--- config.mk ---
export PLATFORM = sky130hd
export DESIGN_NAME = alu_issue_ctrl_flat
export DESIGN_NICKNAME = d
export VERILOG_FILES = /design/src/rtl/alu_issue_ctrl_pkg.sv /design/src/rtl/alu_issue_ctrl_if.sv /design/src/rtl/alu_issue_ctrl_rr_arb2.sv /design/src/rtl/alu_issue_ctrl.sv /design/src/flat_wrapper.sv
export SDC_FILE = /design/constraint.sdc
export NUM_CORES = 1
export LEC_CHECK = 0
export CORE_UTILIZATION = 39
export CTS_CLUSTER_SIZE = 24
export DETAILED_ROUTE_END_ITERATION = 10
export GPL_ROUTABILITY_DRIVEN = 0
export PLACE_DENSITY = 0.79
export SLEW_MARGIN = 20
export SYNTH_ARGS = -nofsm -noshare
export SYNTH_HDL_FRONTEND = slang
export SYNTH_SLANG_ARGS = --single-unit
--- constraint.sdc ---
create_clock -name clk -period 3 [get_ports clk]
set_input_delay 0.75 -clock clk [delete_from_list [all_inputs] [get_ports clk]]
set_output_delay 0.75 -clock clk [all_outputs]
set_load 0.05 [all_outputs]
--- src/rtl/alu_issue_ctrl_pkg.sv ---
`default_nettype none
// ============================================================================
// Module      : alu_ctrl_pkg
// Description : Shared definitions for the ALU issue controller.
//               - op3 encodings of the integer ops handled by the shared ALU
//               - bit positions inside the 4-bit {N,Z,V,C} condition code
//               - issue-stage control record
//               - op classification helpers is_cc() / uses_carry()
// Revision    : 1.0 - initial release
// ============================================================================
package alu_ctrl_pkg;

  localparam int OP3_W = 6;

  typedef logic [OP3_W-1:0] op3_t;

  // Plain ops (bit 4 clear), their cc variants have bit 4 set.
  localparam op3_t OP_ADD    = 6'b000000;
  localparam op3_t OP_AND    = 6'b000001;
  localparam op3_t OP_OR     = 6'b000010;
  localparam op3_t OP_XOR    = 6'b000011;
  localparam op3_t OP_SUB    = 6'b000100;
  localparam op3_t OP_ANDN   = 6'b000101;
  localparam op3_t OP_ORN    = 6'b000110;
  localparam op3_t OP_XNOR   = 6'b000111;
  localparam op3_t OP_ADDX   = 6'b001000;
  localparam op3_t OP_SUBX   = 6'b001100;
  localparam op3_t OP_ADDCC  = 6'b010000;
  localparam op3_t OP_SUBCC  = 6'b010100;
  localparam op3_t OP_ADDXCC = 6'b011000;
  localparam op3_t OP_SUBXCC = 6'b011100;

  // Bit positions inside a {N,Z,V,C} nibble.
  localparam int ICC_N = 3;
  localparam int ICC_Z = 2;
  localparam int ICC_V = 1;
  localparam int ICC_C = 0;

  // Control part of the issue stage (operands are kept separately because
  // their width is a module parameter).
  typedef struct packed {
    logic valid;
    logic port;
    op3_t op;
    logic cin;
  } issue_ctl_t;

  // Op updates the architectural icc when it completes.
  function automatic logic is_cc(input op3_t op);
    return (op[5] == 1'b0) && (op[4] == 1'b1);
  endfunction

  // Op consumes icc.C as carry-in (ADDX, ADDXcc, SUBX, SUBXcc).
  function automatic logic uses_carry(input op3_t op);
    return (op[5] == 1'b0) && (op[3] == 1'b1) &&
           ((op[2:0] == 3'b000) || (op[2:0] == 3'b100));
  endfunction

endpackage
`default_nettype wire

--- src/rtl/alu_issue_ctrl_if.sv ---
`default_nettype none
// ============================================================================
// Module      : alu_issue_ctrl_if
// Description : Bundle of every non-clock signal of alu_issue_ctrl.
//               Groups: two request ports (req0_*, req1_*), the ALU operand /
//               result bus (alu_*), the response (rsp_*), the architectural
//               icc and its external write port (icc_wr_*).
//   modport slave  : the controller side
//   modport master : the surroundings (requesters, ALU, icc writer)
// Parameters  : W   operand/result width
//               OPW op3 field width
// Revision    : 1.0 - initial release
// ============================================================================
interface alu_issue_ctrl_if #(
  parameter int W   = 32,
  parameter int OPW = 6
);

  // Request port 0 (integer-unit execute)
  logic           req0_valid;
  logic           req0_ready;
  logic [OPW-1:0] req0_op;
  logic [W-1:0]   req0_a;
  logic [W-1:0]   req0_b;

  // Request port 1 (address / aux datapath)
  logic           req1_valid;
  logic           req1_ready;
  logic [OPW-1:0] req1_op;
  logic [W-1:0]   req1_a;
  logic [W-1:0]   req1_b;

  // Combinational ALU
  logic [OPW-1:0] alu_op;
  logic [W-1:0]   alu_a;
  logic [W-1:0]   alu_b;
  logic           alu_cin;
  logic [W-1:0]   alu_res;
  logic           alu_n;
  logic           alu_z;
  logic           alu_v;
  logic           alu_c;

  // Response
  logic           rsp_valid;
  logic           rsp_port;
  logic [W-1:0]   rsp_res;
  logic [3:0]     rsp_icc;

  // Architectural condition codes
  logic [3:0]     icc;
  logic           icc_wr_en;
  logic [3:0]     icc_wr_data;

  modport slave (
    input  req0_valid, req0_op, req0_a, req0_b,
    output req0_ready,
    input  req1_valid, req1_op, req1_a, req1_b,
    output req1_ready,
    output alu_op, alu_a, alu_b, alu_cin,
    input  alu_res, alu_n, alu_z, alu_v, alu_c,
    output rsp_valid, rsp_port, rsp_res, rsp_icc,
    output icc,
    input  icc_wr_en, icc_wr_data
  );

  modport master (
    output req0_valid, req0_op, req0_a, req0_b,
    input  req0_ready,
    output req1_valid, req1_op, req1_a, req1_b,
    input  req1_ready,
    input  alu_op, alu_a, alu_b, alu_cin,
    output alu_res, alu_n, alu_z, alu_v, alu_c,
    input  rsp_valid, rsp_port, rsp_res, rsp_icc,
    input  icc,
    output icc_wr_en, icc_wr_data
  );

endinterface
`default_nettype wire

--- src/rtl/alu_issue_ctrl_rr_arb2.sv ---
`default_nettype none
// ============================================================================
// Module      : rr_arb2
// Description : Two-way round-robin arbiter.
//               With both requests active the port opposite the most recent
//               grant wins; a lone request is always granted. The history
//               only advances on a grant that is not stalled, so a stalled
//               cycle does not cost a port its turn.
// Ports       : clk, reset      clock, synchronous active-high reset
//               req0, req1      requests
//               stall           suppress history update this cycle
//               gnt0, gnt1      one-hot (or zero) grant, combinational
// Revision    : 1.0 - initial release
// ============================================================================
module rr_arb2 (
  input  logic clk,
  input  logic reset,
  input  logic req0,
  input  logic req1,
  input  logic stall,
  output logic gnt0,
  output logic gnt1
);

  // 1 = port 1 was granted last. Reset value makes port 0 the favourite.
  logic last_gnt1;

  assign gnt0 = req0 & (~req1 | last_gnt1);
  assign gnt1 = req1 & (~req0 | ~last_gnt1);

  always_ff @(posedge clk) begin
    if (reset) begin
      last_gnt1 <= 1'b1;
    end else if (~stall && (gnt0 || gnt1)) begin
      last_gnt1 <= gnt1;
    end
  end

endmodule
`default_nettype wire

--- src/rtl/alu_issue_ctrl.sv ---
`default_nettype none
// ============================================================================
// Module      : alu_issue_ctrl
// Description : Two-requester issue controller for the shared integer ALU.
//               Round-robin arbitration, an issue register (E) feeding the
//               combinational ALU, a writeback register (W) returning the
//               result and its flags, and the architectural icc register.
//               Latency: request edge t -> rsp_valid after edge t+1.
// Ports       : clk, reset  clock, synchronous active-high reset
//               bus         alu_issue_ctrl_if.slave (requests, ALU bus,
//                           response, icc and external icc write)
// Options     : ICC_BYPASS_EN - when defined, a carry op arriving behind a
//               cc op in E takes its carry-in from the live ALU carry instead
//               of stalling one cycle for icc to update.
// Revision    : 1.0 - initial release
// ============================================================================
module alu_issue_ctrl
  import alu_ctrl_pkg::*;
#(
  parameter int W   = 32,
  parameter int OPW = 6
) (
  input  logic               clk,
  input  logic               reset,
  alu_issue_ctrl_if.slave    bus
);

  // --------------------------------------------------------------------------
  // State
  // --------------------------------------------------------------------------
  issue_ctl_t   e_ctl;
  logic [W-1:0] e_a;
  logic [W-1:0] e_b;

  logic         w_valid;
  logic         w_port;
  logic [W-1:0] w_res;
  logic [3:0]   w_icc;

  logic [3:0]   icc_q;

  // --------------------------------------------------------------------------
  // Hazard / stall and carry-in source
  // --------------------------------------------------------------------------
  logic         e_cc;       // E holds a valid op that will rewrite icc
  logic         stall;
  logic         carry_src;  // carry-in for a carry op accepted this cycle

  assign e_cc = e_ctl.valid & is_cc(e_ctl.op);

`ifdef ICC_BYPASS_EN
  // The icc.C that the carry op would see is still being produced by the ALU
  // for the op in E; forward it instead of waiting.
  assign stall     = 1'b0;
  assign carry_src = e_cc ? bus.alu_c : icc_q[ICC_C];
`else
  logic carry_req;

  // Any carry-op request behind a cc op freezes both ports for one cycle so
  // that icc.C is up to date when the carry op is accepted.
  assign carry_req = (bus.req0_valid & uses_carry(bus.req0_op)) |
                     (bus.req1_valid & uses_carry(bus.req1_op));
  assign stall     = e_cc & carry_req;
  assign carry_src = icc_q[ICC_C];
`endif

  // --------------------------------------------------------------------------
  // Arbitration and handshake
  // --------------------------------------------------------------------------
  logic gnt0;
  logic gnt1;

  rr_arb2 u_arb (
    .clk   (clk),
    .reset (reset),
    .req0  (bus.req0_valid),
    .req1  (bus.req1_valid),
    .stall (stall),
    .gnt0  (gnt0),
    .gnt1  (gnt1)
  );

  logic ready0;
  logic ready1;
  logic hs;

  assign ready0 = gnt0 & ~stall & ~reset;
  assign ready1 = gnt1 & ~stall & ~reset;

  // A grant implies the corresponding valid, so ready alone marks the
  // handshake.
  assign hs = ready0 | ready1;

  assign bus.req0_ready = ready0;
  assign bus.req1_ready = ready1;

  // --------------------------------------------------------------------------
  // Selected request
  // --------------------------------------------------------------------------
  op3_t         sel_op;
  logic [W-1:0] sel_a;
  logic [W-1:0] sel_b;
  logic         sel_cin;

  always_comb begin
    sel_op = bus.req0_op;
    sel_a  = bus.req0_a;
    sel_b  = bus.req0_b;
    if (ready1) begin
      sel_op = bus.req1_op;
      sel_a  = bus.req1_a;
      sel_b  = bus.req1_b;
    end
    sel_cin = uses_carry(sel_op) ? carry_src : 1'b0;
  end

  // --------------------------------------------------------------------------
  // Stage E: issue register driving the ALU
  // --------------------------------------------------------------------------
  always_ff @(posedge clk) begin
    if (reset) begin
      e_ctl <= '0;
      e_a   <= '0;
      e_b   <= '0;
    end else begin
      e_ctl.valid <= hs;
      // Operands hold their last value while E is empty.
      if (hs) begin
        e_ctl.port <= ready1;
        e_ctl.op   <= sel_op;
        e_ctl.cin  <= sel_cin;
        e_a        <= sel_a;
        e_b        <= sel_b;
      end
    end
  end

  assign bus.alu_op  = e_ctl.op;
  assign bus.alu_a   = e_a;
  assign bus.alu_b   = e_b;
  assign bus.alu_cin = e_ctl.cin;

  // --------------------------------------------------------------------------
  // Stage W: writeback / response register
  // --------------------------------------------------------------------------
  logic [3:0] alu_flags;

  assign alu_flags = {bus.alu_n, bus.alu_z, bus.alu_v, bus.alu_c};

  always_ff @(posedge clk) begin
    if (reset) begin
      w_valid <= 1'b0;
      w_port  <= 1'b0;
      w_res   <= '0;
      w_icc   <= '0;
    end else begin
      w_valid <= e_ctl.valid;
      if (e_ctl.valid) begin
        w_port <= e_ctl.port;
        w_res  <= bus.alu_res;
        w_icc  <= alu_flags;
      end
    end
  end

  assign bus.rsp_valid = w_valid;
  assign bus.rsp_port  = w_port;
  assign bus.rsp_res   = w_res;
  assign bus.rsp_icc   = w_icc;

  // --------------------------------------------------------------------------
  // Architectural icc: an external write overrides a same-edge cc update
  // --------------------------------------------------------------------------
  always_ff @(posedge clk) begin
    if (reset) begin
      icc_q <= '0;
    end else if (bus.icc_wr_en) begin
      icc_q <= bus.icc_wr_data;
    end else if (e_cc) begin
      icc_q <= alu_flags;
    end
  end

  assign bus.icc = icc_q;

endmodule
`default_nettype wire

--- src/flat_wrapper.sv ---
// flat-port wrapper written by rule: the top's interface ports become plain ports
module alu_issue_ctrl_flat import alu_ctrl_pkg::*;
#(
  parameter int W   = 32,
  parameter int OPW = 6
)
  (clk, reset, bus_req0_valid, bus_req0_op, bus_req0_a, bus_req0_b, bus_req0_ready, bus_req1_valid, bus_req1_op, bus_req1_a, bus_req1_b, bus_req1_ready, bus_alu_op, bus_alu_a, bus_alu_b, bus_alu_cin, bus_alu_res, bus_alu_n, bus_alu_z, bus_alu_v, bus_alu_c, bus_rsp_valid, bus_rsp_port, bus_rsp_res, bus_rsp_icc, bus_icc, bus_icc_wr_en, bus_icc_wr_data);
  alu_issue_ctrl_if #(.W(W), .OPW(OPW)) bus_i ();
  input  logic clk;
  input  logic reset;
  input wire logic [$bits(bus_i.req0_valid)-1:0] bus_req0_valid;
  input wire logic [$bits(bus_i.req0_op)-1:0] bus_req0_op;
  input wire logic [$bits(bus_i.req0_a)-1:0] bus_req0_a;
  input wire logic [$bits(bus_i.req0_b)-1:0] bus_req0_b;
  output wire logic [$bits(bus_i.req0_ready)-1:0] bus_req0_ready;
  input wire logic [$bits(bus_i.req1_valid)-1:0] bus_req1_valid;
  input wire logic [$bits(bus_i.req1_op)-1:0] bus_req1_op;
  input wire logic [$bits(bus_i.req1_a)-1:0] bus_req1_a;
  input wire logic [$bits(bus_i.req1_b)-1:0] bus_req1_b;
  output wire logic [$bits(bus_i.req1_ready)-1:0] bus_req1_ready;
  output wire logic [$bits(bus_i.alu_op)-1:0] bus_alu_op;
  output wire logic [$bits(bus_i.alu_a)-1:0] bus_alu_a;
  output wire logic [$bits(bus_i.alu_b)-1:0] bus_alu_b;
  output wire logic [$bits(bus_i.alu_cin)-1:0] bus_alu_cin;
  input wire logic [$bits(bus_i.alu_res)-1:0] bus_alu_res;
  input wire logic [$bits(bus_i.alu_n)-1:0] bus_alu_n;
  input wire logic [$bits(bus_i.alu_z)-1:0] bus_alu_z;
  input wire logic [$bits(bus_i.alu_v)-1:0] bus_alu_v;
  input wire logic [$bits(bus_i.alu_c)-1:0] bus_alu_c;
  output wire logic [$bits(bus_i.rsp_valid)-1:0] bus_rsp_valid;
  output wire logic [$bits(bus_i.rsp_port)-1:0] bus_rsp_port;
  output wire logic [$bits(bus_i.rsp_res)-1:0] bus_rsp_res;
  output wire logic [$bits(bus_i.rsp_icc)-1:0] bus_rsp_icc;
  output wire logic [$bits(bus_i.icc)-1:0] bus_icc;
  input wire logic [$bits(bus_i.icc_wr_en)-1:0] bus_icc_wr_en;
  input wire logic [$bits(bus_i.icc_wr_data)-1:0] bus_icc_wr_data;
  assign bus_i.req0_valid = bus_req0_valid;
  assign bus_i.req0_op = bus_req0_op;
  assign bus_i.req0_a = bus_req0_a;
  assign bus_i.req0_b = bus_req0_b;
  assign bus_req0_ready = bus_i.req0_ready;
  assign bus_i.req1_valid = bus_req1_valid;
  assign bus_i.req1_op = bus_req1_op;
  assign bus_i.req1_a = bus_req1_a;
  assign bus_i.req1_b = bus_req1_b;
  assign bus_req1_ready = bus_i.req1_ready;
  assign bus_alu_op = bus_i.alu_op;
  assign bus_alu_a = bus_i.alu_a;
  assign bus_alu_b = bus_i.alu_b;
  assign bus_alu_cin = bus_i.alu_cin;
  assign bus_i.alu_res = bus_alu_res;
  assign bus_i.alu_n = bus_alu_n;
  assign bus_i.alu_z = bus_alu_z;
  assign bus_i.alu_v = bus_alu_v;
  assign bus_i.alu_c = bus_alu_c;
  assign bus_rsp_valid = bus_i.rsp_valid;
  assign bus_rsp_port = bus_i.rsp_port;
  assign bus_rsp_res = bus_i.rsp_res;
  assign bus_rsp_icc = bus_i.rsp_icc;
  assign bus_icc = bus_i.icc;
  assign bus_i.icc_wr_en = bus_icc_wr_en;
  assign bus_i.icc_wr_data = bus_icc_wr_data;
  alu_issue_ctrl #(.W(W), .OPW(OPW)) u_core (.clk(clk), .reset(reset), .bus(bus_i));
endmodule
* After elaboration in Yosys (flattened, before gate mapping) *
Cells that the tools add are included.

word-level totals
  logic and storage cells = 60
  register bits = 116

cells by class
  reduce and logical (&&, ||, !) cells = 16
  equality and inequality tests = 3
  muxes and demuxes = 6
  bitwise gates (word level) = 23

operators with widths
  cell                  count
  $mux W32              2
  $and A1 B1 Y1         10
  $eq A3 B3 Y1 const B  3
  $logic_not A3 Y1      3
  $not A1 Y1            9
  $logic_and A1 B1 Y1   8
  $mux W4               2
  $mux W6               1
  $logic_or A1 B1 Y1    4
  $or A1 B1 Y1          4
  $reduce_bool A2 Y1    1
  $mux W1               1

* Logic depth before layout (Yosys ltp) *
  word-level depth = 14
  mapped depth = 8
  mapped depth without buffers = 5

* Modules after synthesis *
A second synthesis with hierarchy kept.

second synthesis, totals
  cells, all modules = 576
  area, all modules = 5362.6 µm²

by module, submodules not included
  module          area an instance (µm²)  cells each  sequential area each (µm²)  times used
  alu_issue_ctrl  5301.3                  568         2302.2                      1
  rr_arb2         61.3                    8           20.0                        1

* Worst setup path before layout *
No wires, ideal clock.

  path kind = input -> output
  start point = in bus_req0_op[5]
  end point = out bus_req1_ready
  cell stages on the path = 6
  data arrival time = 2.191 ns
  required time = 2.250 ns
  slack = 0.059 ns
  buffers on the path = 2
  path through = or4b_4 > o21bai_1 > a2111o_1 > buf_2 > buf_2 > inv_1

between the ends
  cells in the longest elaborated chain, start to end = 9

RTL lines
  what                               RTL line                  RTL
  from (decl)                        flat_wrapper.sv:12        input wire logic [$bits(bus_i.req0_op)-1:0] bus_req0_op;
  $not A1 Y1                         alu_issue_ctrl_pkg.sv:55  return (op[5] == 1'b0) && (op[3] == 1'b1) &&
  $logic_and A1 B1 Y1 (2 in series)  alu_issue_ctrl_pkg.sv:55
  $and A1 B1 Y1                      alu_issue_ctrl.sv:61      assign carry_req = (bus.req0_valid & uses_carry(bus.req0_op)) |
  $or A1 B1 Y1                       alu_issue_ctrl.sv:61
  $and A1 B1 Y1                      alu_issue_ctrl.sv:63      assign stall = e_cc & carry_req;
  $not A1 Y1                         alu_issue_ctrl.sv:88      assign ready1 = gnt1 & ~stall & ~reset;
  $and A1 B1 Y1 (2 in series)        alu_issue_ctrl.sv:88
  to (decl)                          flat_wrapper.sv:20        output wire logic [$bits(bus_i.req1_ready)-1:0] bus_req1_ready;

No other way between the ends.

* Final worst setup path *
  start point = in bus_req0_op[1]
  end point = out bus_req1_ready

between the ends
  cells in the longest elaborated chain, start to end = 9
  elaborated cells between the ends (all ways) = 10
  those cells by class = 1 x eq/ne; 6 x bitwise; 3 x reduce/logical

RTL lines
  what                                              RTL line                  RTL
  $eq A3 B3 Y1 or $logic_not A3 Y1 (tied branches)  alu_issue_ctrl_pkg.sv:56  ((op[2:0] == 3'b000) || (op[2:0] == 3'b100));
  $logic_or A1 B1 Y1 *                              alu_issue_ctrl_pkg.sv:56
  $logic_and A1 B1 Y1 *                             alu_issue_ctrl_pkg.sv:55
  $and A1 B1 Y1 *                                   alu_issue_ctrl.sv:61
  $or A1 B1 Y1 *                                    alu_issue_ctrl.sv:61
  $and A1 B1 Y1 *                                   alu_issue_ctrl.sv:63
  $not A1 Y1 *                                      alu_issue_ctrl.sv:88
  $and A1 B1 Y1 * (2 in series)                     alu_issue_ctrl.sv:88

Every way passes the cells marked *; elsewhere a longest branch is shown, timed or not.

==> flow_summary.yaml <==
run_status:
  run_status: "finished clean"
floorplanning:
  io-pin-count: 300
  coreArea_um2: 13240
  die_wd_um: 118.6
  placement_rows: 42
  fp.dieH_um: 118.6
  initial_utilization: 0.4002
  design.die.area_um2: 14060
drt:
  wl_met2_mm: 8.558
  post_detailed_route_drc_marker_count: 0
  top_layer_used: "met4"
  routed_wire_length_per_instance_um: 16.60
  dr.pass1.iters: 4
  route.met3.wl_mm: 1.086
  avgViaCountPerCell: 5.013
  drt_iter0_markers: 317
  routed_wl_mm: 17.35
  post_route_ant_nets: 0
  wl_met1_mm: 7.084
  vias: 5239
clocking:
  clockBufferDepth: 2
  clock-root-buffer: "clkbuf_16"
  clock_tree_from_tritoncts: "yes"
  clk_pin_slew_worst_paths_ns: 0.05
  htree_levels: 4
  tritoncts.num_buffers: 17
  clk_latency_ns: 0.42
  cts_num_sinks: 116
power:
  power.share.sequential: 0.328
  switching_power_mw: 1.577
  clock_power_share: 0.418
  fraction_of_power_consumed_by_combinational_cells: 0.255
  peak_supply_drop_mv: 0.3576
  p_leak_nw: 3.469
  power_per_cell_area_nw_per_um2: 580.7
  cell_internal_pwr_mw: 3.702
  switch_share: 0.2987
timing:
  finalHoldViolCount: 0
  setup_viol: 0
  timing.slew.headroom: 0.4119
  post-route-period-util: 0.9782
  tightest_slew_ns: 0.8822
  unrepaired_setup_endpoints_after_global_routing: "false"
  finalCriticalPeriod_ns: 2.935
  max_freq_mhz: 340.8
  total_count_of_max_transition_violations_in_the_final_report: 0
  finClkSkew_ns: 0.006056
  setup_tns_ns: 0
setup_path:
  crit_buf_inv: 3
  critPathRequiredTime_ns: 2.25
  timing.critical_path.from_type: "input pin"
  cell_at_the_slowest_stage_of_the_critical_path: "or4b_4"
  cp_max_fo: 3
  cp_top_family: "simple AND/OR/NAND/NOR gates"
  worstSetupEndpointType: "output port"
  critical_path_class: "input pin to output port"
  critPathArrivalTime_ns: 2.18
  path_cells: "dlygate4sd2_1 -> or4b_4 -> o21bai_1 -> a2111o_2 -> inv_2 -> buf_8"
  worst_path_largest_cell_delay_ns: 0.58
grt:
  gr-usage-all-layers: 0.2481
  maximum_number_of_pins_on_one_net_before_global_route_repair: 62
  via_count_of_the_first_global_routing_pass: 5211
  grt_first_pass_wirelength_mm: 27.12
  grt_overflow_total: 0
  grt_antenna_before_repair: 0
finish:
  mostFrequentLayoutCell: "clkdlybuf4s50_1"
  diodes: 0
  postLayoutCellArea_um2: 9090
  final_layout_size_suffix_gt1_frac: 0.1542
  layout-area-overhead-vs-synth_pct: 71.51
  finalNetCount: 1041
  layout.cells.most_common_list: "288 x clkdlybuf4s50_1, 140 x nand2_1, 117 x nor2_1"
  final.fill_count: 999
logic_synthesis:
  postSynthCellCount: 571
  yosys_warnings: 0
  syn_nets: 756
  mappedNetlistArea_um2: 5300
  syn_area_per_cell_um2: 9.282
  flip_flop_and_latch_count_after_synthesis: 116
  share_of_synthesized_area_occupied_by_flip_flops_and_latches: 0.4381
  synth_cell_type_count: 29
hold_path:
  worstHoldPathType: "flip-flop to flip-flop"
placement:
  io_buffers: 299
  placed_inst_area_um2: 8436
  hpwlAfterDp_mm: 12.42
flow_run:
  max_cap_violations: 0
kinds of logic (layout without fill, tap and decap cells):
family | count (synthesis) | after routing | share of synthesized area
and+or+nand+nor | 265 | 265 | 0.1978
buffers and inverters | 60 | 358 | 0.06563
AOI/OAI and AO/OA | 88 | 88 | 0.2191
muxes | 42 | 42 | 0.07932
DFF | 116 | 116 | 0.4381
synthesized netlist by cell type, drive strengths merged:
cell type    n  share of area
or4b         2         0.0052
nand4b       1         0.0017
nand2      140          0.099
nor3b        2         0.0028
clkbuf      21          0.015
nand3b       1         0.0038
a311oi      70           0.19
dfxtp      116           0.44
buf         35          0.048
nor2b        2         0.0024
a21oi        7         0.0073
o21bai       1         0.0014
a2111o       1         0.0021
o41ai        1         0.0031
o22a         1         0.0017
nor2       117          0.083
mux2i       42          0.079
inv          4         0.0028
o21ai        4         0.0052
o31ai        1         0.0014
a211o        1         0.0017
a21o         1         0.0017
path summary, 6_finish.rpt:
path / start / end / slack, ns / depth (start not counted)
max: bus_req0_op[1] / bus_req1_ready / 0.07 / 6
min: u_core.e_ctl[7] / u_core.e_ctl[7] / 0.48 / 2
max reg2reg: u_core.bus.alu_op[5] / u_core.bus.alu_b[16] / 0.87 / 7
min reg2reg: u_core.e_ctl[7] / u_core.e_ctl[7] / 0.48 / 2
repair_timing:
action / CTS / global route
gates resized for setup: 12 / 0
buffers inserted: 1 / 0
hold buffers: 0 / 0
setup endpoints to repair: 2 / 0
layout make-up:
class,instances,area (um2),share of cell area
clock inverters,11,175.2,0.01927
multi-input cells,395,2639,0.2903
clock buffers,21,470.5,0.05175
flip-flops and latches,116,2323,0.2556
well taps,176,220.2,0.02423
repair buffers,322,3247,0.3572
inverters,4,15.01,0.001652
stage by stage:
stage / util / hold WS (ns) / instances / power, mW / worst slack (ns)
after floorplan: - / 0.4409 / 571 / 2.543 / 0.05892
after global routing: 0.6864 / 0.5092 / 1045 / 5.458 / 0.02609
final: 0.6864 / 0.4832 / 1045 / 5.278 / 0.06534
after detailed placement: 0.6370 / 0.4695 / 1012 / 3.105 / -0.1358
after CTS: 0.6864 / 0.4827 / 1045 / 5.313 / 0.07083
after global placement: 0.6370 / 0.4515 / 1012 / 3.081 / -0.08668
tightest hold or removal path: stages, from the launching register on:
cell and delay (ns):
dfxtp_1 0.31, inv_1 0.05, o31ai_1 0.07
layer usage:
layer,vias to the layer above,GRT usage
met2,197,0.4137
li1,2535,-
met1,2464,0.2878
met5,-,0
met3,43,0.07384
met4,0,0.1242
sequential cells by signal, summed over array words and instances (netlist names), 2 cells and up:
register and cells:
u_core.bus.rsp_res 32, u_core.bus.alu_b 32, u_core.e_ctl 2, u_core.bus.rsp_icc 4
u_core.bus.alu_op 6, u_core.bus.icc 4, u_core.bus.alu_a 32
power groups by stage:
stage | clock [mW] | sequential [mW] | combinational (mW)
finish | 2.20 | 1.73 | 1.34
detailed placement | 0 | 1.76 | 1.35
global placement | 0 | 1.75 | 1.33
global route | 2.31 | 1.74 | 1.41
CTS | 2.23 | 1.73 | 1.35
floorplan | 0 | 2.13 | 0.412
Note: power is estimated with default switching activity, not from simulation.
